[src/rtl/if_fetch_ctrl.sv]
// if_fetch_ctrl: instruction-fetch PC sequencer.
// Picks the next fetch PC from the EX-stage redirects (JALR, taken branch), the
// ID-stage JAL redirect, or the sequential PC+4. A redirect that arrives while
// fetch is stalled is parked in a one-entry pending register and applied when
// the stall releases. clear_d tells the IF-ID register to squash its slot
// whenever fetch leaves the sequential path, and during the boot cycle.
// RESET_PC must be word aligned (bits [1:0] zero).
module if_fetch_ctrl #(
    parameter logic [31:0] RESET_PC = 32'h0000_0000
) (
    input  logic        clk,
    input  logic        rst_n,
    input  logic        stall_f,
    input  logic        jalr_e,
    input  logic [31:0] jalr_target_e,
    input  logic        br_e,
    input  logic [31:0] br_target_e,
    input  logic        jal_d,
    input  logic [31:0] jal_target_d,
    output logic [31:0] pc_f,
    output logic        clear_d,
    output logic        misalign,
    output logic [31:0] fetch_count,
    output logic [15:0] redirect_count
);

    typedef enum logic [1:0] {
        BOOT = 2'd0,
        RUN  = 2'd1,
        HOLD = 2'd2
    } state_t;

    state_t      state_q, state_d;
    logic [31:0] pc_q, pc_d;
    logic [31:0] pend_target_q, pend_target_d;
    logic        pend_ex_q, pend_ex_d;
    logic        misalign_q, misalign_d;
    logic [31:0] fetch_count_q, fetch_count_d;
    logic [15:0] redirect_count_q, redirect_count_d;

    logic        ex_any;
    logic        redir_any;
    logic [31:0] ex_target;
    logic [31:0] sel_target;
    logic [31:0] raw_target;
    logic        advance;
    logic        take;

    // Next-state logic: choose the redirect source, decide whether the PC moves
    // this cycle, manage the pending entry and update the counters.
    always_comb begin
        state_d          = state_q;
        pc_d             = pc_q;
        pend_target_d    = pend_target_q;
        pend_ex_d        = pend_ex_q;
        misalign_d       = misalign_q;
        fetch_count_d    = fetch_count_q;
        redirect_count_d = redirect_count_q;
        clear_d          = 1'b0;
        advance          = 1'b0;
        take             = 1'b0;
        raw_target       = 32'h0;

        ex_any     = jalr_e | br_e;
        redir_any  = ex_any | jal_d;
        ex_target  = jalr_e ? jalr_target_e : br_target_e;
        sel_target = ex_any ? ex_target : jal_target_d;

        unique case (state_q)
            BOOT: begin
                clear_d = 1'b1;
                state_d = RUN;
            end
            RUN: begin
                if (!stall_f) begin
                    advance = 1'b1;
                    if (redir_any) begin
                        take       = 1'b1;
                        raw_target = sel_target;
                        clear_d    = 1'b1;
                    end
                end else if (redir_any) begin
                    pend_target_d = sel_target;
                    pend_ex_d     = ex_any;
                    state_d       = HOLD;
                end
            end
            HOLD: begin
                if (!stall_f) begin
                    advance       = 1'b1;
                    take          = 1'b1;
                    raw_target    = ex_any ? ex_target : pend_target_q;
                    clear_d       = 1'b1;
                    pend_target_d = 32'h0;
                    pend_ex_d     = 1'b0;
                    state_d       = RUN;
                end else if (ex_any) begin
                    pend_target_d = ex_target;
                    pend_ex_d     = 1'b1;
                end else if (jal_d && !pend_ex_q) begin
                    pend_target_d = jal_target_d;
                    pend_ex_d     = 1'b0;
                end
            end
            default: begin
                state_d = BOOT;
            end
        endcase

        if (advance) begin
            fetch_count_d = fetch_count_q + 32'd1;
            if (take) begin
                pc_d = {raw_target[31:2], 2'b00};
                if (redirect_count_q != 16'hFFFF) begin
                    redirect_count_d = redirect_count_q + 16'd1;
                end
                if (raw_target[1:0] != 2'b00) begin
                    misalign_d = 1'b1;
                end
            end else begin
                pc_d = pc_q + 32'd4;
            end
        end
    end

    // State registers with asynchronous active-low reset; reset discards any pending redirect.
    always_ff @(posedge clk or negedge rst_n) begin
        if (!rst_n) begin
            state_q          <= BOOT;
            pc_q             <= RESET_PC;
            pend_target_q    <= 32'h0;
            pend_ex_q        <= 1'b0;
            misalign_q       <= 1'b0;
            fetch_count_q    <= 32'h0;
            redirect_count_q <= 16'h0;
        end else begin
            state_q          <= state_d;
            pc_q             <= pc_d;
            pend_target_q    <= pend_target_d;
            pend_ex_q        <= pend_ex_d;
            misalign_q       <= misalign_d;
            fetch_count_q    <= fetch_count_d;
            redirect_count_q <= redirect_count_d;
        end
    end

    assign pc_f           = pc_q;
    assign misalign       = misalign_q;
    assign fetch_count    = fetch_count_q;
    assign redirect_count = redirect_count_q;

endmodule

[config.mk]
export PLATFORM = sky130hd
export DESIGN_NAME = if_fetch_ctrl
export DESIGN_NICKNAME = d
export VERILOG_FILES = /design/src/rtl/if_fetch_ctrl.sv
export SDC_FILE = /design/constraint.sdc
export NUM_CORES = 1
export LEC_CHECK = 0
export BUFFER_PORTS_ARGS = -buffer_cell sky130_fd_sc_hd__buf_4
export CAP_MARGIN = 10
export CELL_PAD_IN_SITES_DETAIL_PLACEMENT = 1
export CELL_PAD_IN_SITES_GLOBAL_PLACEMENT = 1
export CORE_ASPECT_RATIO = 2
export CORE_UTILIZATION = 40
export CTS_CLUSTER_SIZE = 40
export DETAILED_ROUTE_END_ITERATION = 8
export PLACE_DENSITY_LB_ADDON = 0.1
export SYNTH_ARGS = -nofsm -noshare
export SYNTH_HDL_FRONTEND = slang
export SYNTH_SLANG_ARGS = --single-unit
[constraint.sdc]
create_clock -name clk -period 2.6 [get_ports clk]
set_clock_uncertainty 0.05 [all_clocks]
set_input_delay 0.65 -clock clk [delete_from_list [all_inputs] [get_ports clk]]
set_output_delay 0.65 -clock clk [all_outputs]
set_load 0.01 [all_outputs]
=== Word-level counts from Yosys, hierarchy flattened ===
Cells that the tools add are included.

* $add $sub $neg: 3
* Equal/unequal tests: 7
* Mux-type cells: 30
* Bitwise gates (word level): 2
* Reduce and logical (&&, ||, !) cells: 10

{| class="wikitable"
|+ Operators with widths
! kind !! count
|-
| 2-to-1 mux 32 bit || 12
|-
| case mux 32 bit (2 select lines) || 2
|-
| adder 32 x 1 -> 32 bit, second input constant || 1
|-
| adder 32 x 3 -> 32 bit, second input constant || 1
|-
| adder 16 x 1 -> 16 bit, second input constant || 1
|-
| inequality test 16 bit, second input constant || 1
|-
| 2-to-1 mux 1 bit || 9
|-
| AND reduction 3 bit || 3
|-
| 2-to-1 mux 2 bit || 3
|-
| inequality test 2 bit, second input constant || 3
|-
| case mux 2 bit (3 select lines) || 1
|-
| inequality test 4 bit, second input constant || 1
|-
| case mux 1 bit (2 select lines) || 2
|-
| AND reduction 4 bit || 1
|-
| nonzero test 2 bit || 2
|-
| case mux 1 bit (3 select lines) || 1
|-
| == test 2 x 1 -> 1 bit, second input constant || 1
|-
| == test 2 bit, second input constant || 1
|-
| logical NOT 2 bit || 1
|-
| bitwise OR 1 bit || 2
|-
| OR reduction 2 bit || 1
|-
| logical AND 1 bit || 1
|-
| logical NOT 1 bit || 1
|}

* Register bits after elaboration: 116
* Input port bits: 102
* Output and inout bits: 82
* Logic and storage cells: 59

=== Longest topological paths before layout ===
* Depth in word-level cells: 7
* Mapped depth: 10

=== Worst setup path after synthesis ===
Ideal clock, no wire load.

* Path type: input-to-output
* Start point: input jalr_e
* End point: output clear_d
* Arrival time: 1.592 ns
* Data required time: 1.900 ns
* Path slack: 0.308 ns
* Stages on the path: 6
* Cell sequence: buf_6 > o31a_1 > nor2_2 > nor2_1 > nor2_1 > nor2_1

* Longest elaborated chain between the ends: 5

{| class="wikitable"
|+ RTL lines
! what !! RTL line !! RTL
|-
| start, declared || 14 || <nowiki>input logic jalr_e,</nowiki>
|-
| bitwise OR 1 bit || 64 || <nowiki>ex_any = jalr_e | br_e;</nowiki>
|-
| bitwise OR 1 bit || 65 || <nowiki>redir_any = ex_any | jal_d;</nowiki>
|-
| 2-to-1 mux 1 bit || 77 || <nowiki>if (redir_any) begin</nowiki>
|-
| 2-to-1 mux 1 bit || 75 || <nowiki>if (!stall_f) begin</nowiki>
|-
| case mux 1 bit (3 select lines) || 69 || <nowiki>unique case (state_q)</nowiki>
|-
| end, declared || 21 || <nowiki>output logic clear_d,</nowiki>
|}

No other way between the ends.

=== Worst setup path after layout ===
* Start point: register state_q[1]
* End point: output clear_d

* Longest elaborated chain between the ends: 2
* Elaborated cells between the ends (all ways): 4
* Those cells by class: eq/ne (2); mux (1); reduce/logical (1)

{| class="wikitable"
|+ RTL lines
! what !! RTL line !! RTL
|-
| start, declared || 33 || <nowiki>state_t state_q, state_d;</nowiki>
|-
| start signal, assigned || 137 || <nowiki>state_q <= state_d;</nowiki>
|-
| == test 2 bit (tied with other cells) || 69 ||
|-
| case mux 1 bit (3 select lines) * || 69 ||
|}

Every way passes the cells marked *; elsewhere a longest branch is shown, timed or not.

==> parameters.txt <==
Parameter                              Value

Flow run
  Max-cap viol count ... 0

Global route
  Vias in the first global route ... 7,835
  Overall routing resource usage ... 31.5%
  Residual overflow from global routing ... 0
  First-pass GRT wire length ... roughly 42,000 um
  Initial antenna violation count ... 0
  Largest net degree at the start of global routing ... 115

Timing
  Final max-slew violation count ... 0
  Unrepaired setup endpoints after global routing ... false
  Final hold violation count ... 0
  Pin slew with the least headroom to its limit ... 0.703 ns
  Post-layout minimum cycle time ... ~2.5 ns
  Number of setup violations in the final report ... 0
  Aggregate negative setup slack ... 0 ns
  Worst path setup slack after routing ... between 0.08 and 0.09 ns
  Maximum clock rate ... 0.397 GHz
  Slew Limit Headroom ... 53.1%
  Part of the cycle the worst path needs ... roughly 97%

Clocking
  CTS tree ... done
  Hold Buf Count CTS ... 0
  H-Tree Depth ... 4
  Clock root buffer ... sky130_fd_sc_hd__clkbuf_16
  CTS Sinks ... 114
  Clock latency on the worst-skew pair ... about 0.43 ns
  Clk slew on worst S/H paths ... 0.06 ns
  Longest Clk Path Bufs ... 2
  Cts bufs inserted ... 17

Synth
  Syn_area_per_cell ... 8.95 um2
  Top FF cell, synth ... sky130_fd_sc_hd__dfrtp_1
  Post-synthesis share of cell area spent on and, or, nand and nor gates ... a little over a fifth
  Synth top cells by count ... sky130_fd_sc_hd__dfrtp_1, sky130_fd_sc_hd__nand2_1, sky130_fd_sc_hd__nor2_1
  Flip-flop and latch count after synthesis ... 114
  YS warnings ... 0
  FFs w/ async S/R, synth ... 100%
  Number of flops mapped to enable cells by yosys ... 0
  Post-synth top area share ... between 40% and 50%
  Combinational family with the most area after synthesis ... simple AND/OR/NAND/NOR gates
  Cells after synthesis ... 764
  Library cells used by synthesis ... 74
  Count leader, synth ... sky130_fd_sc_hd__dfrtp_1
  Largest cells by area after synthesis ... sky130_fd_sc_hd__dfrtp_1, sky130_fd_sc_hd__nand2_1, sky130_fd_sc_hd__xnor2_1, sky130_fd_sc_hd__mux2i_1, sky130_fd_sc_hd__o21ai_0
  Cell Area, Synth ... approximately 6800 um2
  Synthesized-area fraction occupied by adder cells ... 1.28%
  Largest area contributor in the netlist ... sky130_fd_sc_hd__dfrtp_1
  Compound-cell area share of the yosys netlist ... 20.8%
  Register area share after synthesis ... between 40% and 50%
  Portion of netlist area occupied by mux cells ... 4.37%
  Post-synthesis xor/xnor area fraction ... roughly 6%

Detailed routing
  Vias post-DR ... 7,157
  Number of DRC markers after the initial detailed-route iteration ... 309
  Vias per inst ... 6.00
  DR DRC count ... 0
  First-pass iteration count of the detailed router ... 4
  Detailed-route wire length ... around 27,000 um
  Routed len/inst ... 22.4 um
  Antenna-violating nets left ... 0

Worst setup path
  Critical path peak fanout ... 3
  Maximum cell stage delay along the critical path ... 0.39 ns
  Critical path start-end classification ... reg2out
  Sort of element at the end of the critical path ... primary output
  Cell-by-cell listing of the critical path ... inv_1, ha_1, o31a_1, nor2_2, nor2_2, nor2_1, nor2_1, buf_4
  CP bufs+invs ... 2
  Standard cell with the maximum stage delay on the critical path ... sky130_fd_sc_hd__dfrtp_1
  Worst-case register-to-register setup slack ... 0.15 ns
  Arrival time at the worst endpoint ... 1.82 ns
  Startpoint kind of the worst setup timing path ... register
  Kind of cell adding the most delay to the critical path ... flip-flops
  Endpoint required time on the critical path ... 1.90 ns

Floorplan
  Die boundary width ... 94.5 um
  Total I/O pin count ... roughly 180
  Die Span Y ... 187 um
  Floorplan Core Area ... 16,800 um2
  Initial standard-cell utilization of the core ... 40.8%
  Die area ... 17,700 um2
  Standard-cell rows ... between 60 and 70

Power and ir drop
  Power density over the cells ... 1030 nW/um2
  Standby leakage power ... 0.00424 uW
  Fraction of power spent switching nets ... 40.0%
  Seq pwr share ... 30.8%
  Peak VDD IR ... approximately 0.66 mV
  Portion of total power attributed to combinational logic ... 43.0%
  Cell-internal power ... approximately 5800 uW
  Fraction of power consumed by the clock network ... between 20% and 30%
  Switching power of the nets ... ~3800 uW

Finish
  Area growth from synthesis to final layout ... 36.7%
  Antenna Diode Count ... 0
  Layout cells sized above 1 ... 29.7%
  Post-route insts no fill ... 1,193
  Final core area utilization ... 55.8%
  Net total in the final layout ... 1,083

Placed design
  Detail Placement HPWL ... around 20,000 um
  Routability congestion estimate from global placement ... around 0.89
  Count of buffers inserted at the top-level ports ... 181
  Total placed cells including tap cells ... around 1,200
  Worst setup slack after placement ... -0.0497 ns

Outcome
  Status ... complete, no violations

Hold path
  Min-Delay Path Class ... in2async
==> worst register-to-register path: stages, from the launching register on <==
cell and delay, ns:
sky130_fd_sc_hd__dfrtp_1 0.39, sky130_fd_sc_hd__inv_1 0.14, sky130_fd_sc_hd__ha_1 0.39, sky130_fd_sc_hd__nor2b_1 0.21, sky130_fd_sc_hd__buf_4 0.20, sky130_fd_sc_hd__nand3_2 0.15
sky130_fd_sc_hd__nor4_4 0.29, sky130_fd_sc_hd__buf_4 0.21, sky130_fd_sc_hd__nand4_1 0.14, sky130_fd_sc_hd__xnor2_1 0.17
==> routing by layer <==
layer	part of all wire, %	wire length (um)	global-route usage (%)	vias up
met5	0	0	0	-
li1	-	-	-	3228
met4	5.5	1480	18.9	0
met3	4.2	1130	5.33	82
met1	34	9230	31.4	3578
met2	56	14900	58.5	269
==> per-stage QoR <==
step / cell area (um2) / total power (uW) / hold WS [ns]
6_report: 9350 / 9590 / 0.222
4_1_cts: 9320 / 9550 / 0.301
5_1_grt: 9350 / 10100 / 0.295
3_5_place_dp: 8680 / 6970 / 0.417
2_1_floorplan: 6840 / 5050 / 0.304
3_3_place_gp: 8680 / 6750 / 0.405
==> sequential cells by signal (all words and copies together) (netlist names) <==
| signal | flops |
|---|---|
| state_q | 2 |
| misalign | 1 |
| redirect_count | 16 |
| pend_ex_q | 1 |
| pend_target_q | 32 |
| fetch_count | 32 |
| pc_f | 30 |
==> final timing paths <==
path                                                 endpoint                         from  cells after the start
worst max register to register    fetch_count[29]$_DFFE_PN0P_       state_q[0]$_DFFE_PN0P_                      9
max in group asynchronous       pend_target_q[19]$_DFFE_PN0P_                        rst_n                      2
worst min register to register    fetch_count[31]$_DFFE_PN0P_  fetch_count[31]$_DFFE_PN0P_                      1
worst min-delay path            pend_target_q[15]$_DFFE_PN0P_                        rst_n                      2
min in group clk                  fetch_count[31]$_DFFE_PN0P_  fetch_count[31]$_DFFE_PN0P_                      1
worst max-delay path                                  clear_d       state_q[1]$_DFFE_PN0P_                      8
==> timing repair <==
item | 4_1_cts | 5_1_grt
endpoints found under the setup margin | 1 | 3
buffers inserted | 2 | 2
resized for setup | 2 | 3
pin swaps | 1 | 0
==> power by group through the flow <==
stage	clock, uW	combinational [uW]	sequential, uW
after floorplan	0	2120	2930
after global placement	0	3830	2910
after detailed placement	0	4000	2970
after CTS	2530	4070	2950
after global routing	2610	4450	3020
final	2510	4130	2960
==> placed cells by master (no fill, tap or decap), types with 6 or more instances in the layout <==
cell type | synthesis | layout
sky130_fd_sc_hd__nand2b_1 | 14 | 14
sky130_fd_sc_hd__dfrtp_1 | 114 | 114
sky130_fd_sc_hd__o21ai_0 | 43 | 43
sky130_fd_sc_hd__nand4_1 | 20 | 20
sky130_fd_sc_hd__nor3_1 | 17 | 17
sky130_fd_sc_hd__and3_1 | 17 | 17
sky130_fd_sc_hd__inv_1 | 12 | 12
sky130_fd_sc_hd__nor2b_1 | 10 | 10
sky130_fd_sc_hd__nor2_1 | 53 | 52
sky130_fd_sc_hd__ha_1 | 7 | 6
sky130_fd_sc_hd__clkbuf_16 | 0 | 17
sky130_fd_sc_hd__xnor2_1 | 33 | 33
sky130_fd_sc_hd__a22oi_1 | 9 | 9
sky130_fd_sc_hd__buf_4 | 2 | 237
sky130_fd_sc_hd__o211ai_1 | 23 | 23
sky130_fd_sc_hd__nand2_1 | 98 | 98
sky130_fd_sc_hd__mux2i_1 | 22 | 22
sky130_fd_sc_hd__o31ai_1 | 6 | 6
sky130_fd_sc_hd__mux2_2 | 7 | 7
sky130_fd_sc_hd__a221oi_1 | 10 | 10
sky130_fd_sc_hd__nand3_1 | 39 | 38
sky130_fd_sc_hd__a21oi_1 | 33 | 33
sky130_fd_sc_hd__a211oi_1 | 10 | 10
sky130_fd_sc_hd__o22ai_1 | 10 | 10
sky130_fd_sc_hd__xor2_1 | 13 | 13
==> layout make-up <==
type | instances | area (um2)
flip-flops and latches | 114 | 2850
repair buffers | 240 | 1840
fillers | 1964 | 7420
multi-input cells | 588 | 3730
inverters | 13 | 48.8
clock buffers | 21 | 460
well taps | 207 | 259
clock inverters | 10 | 158
==> logic make-up after synthesis <==
kind of cell,count (synthesis)
compound gates,206
xor+xnor,46
fa+ha+maj,7
buf+inv,63
flops,114
mux,29
other cells,1
simple gates,298
Note: power is estimated with default switching activity, not from simulation.
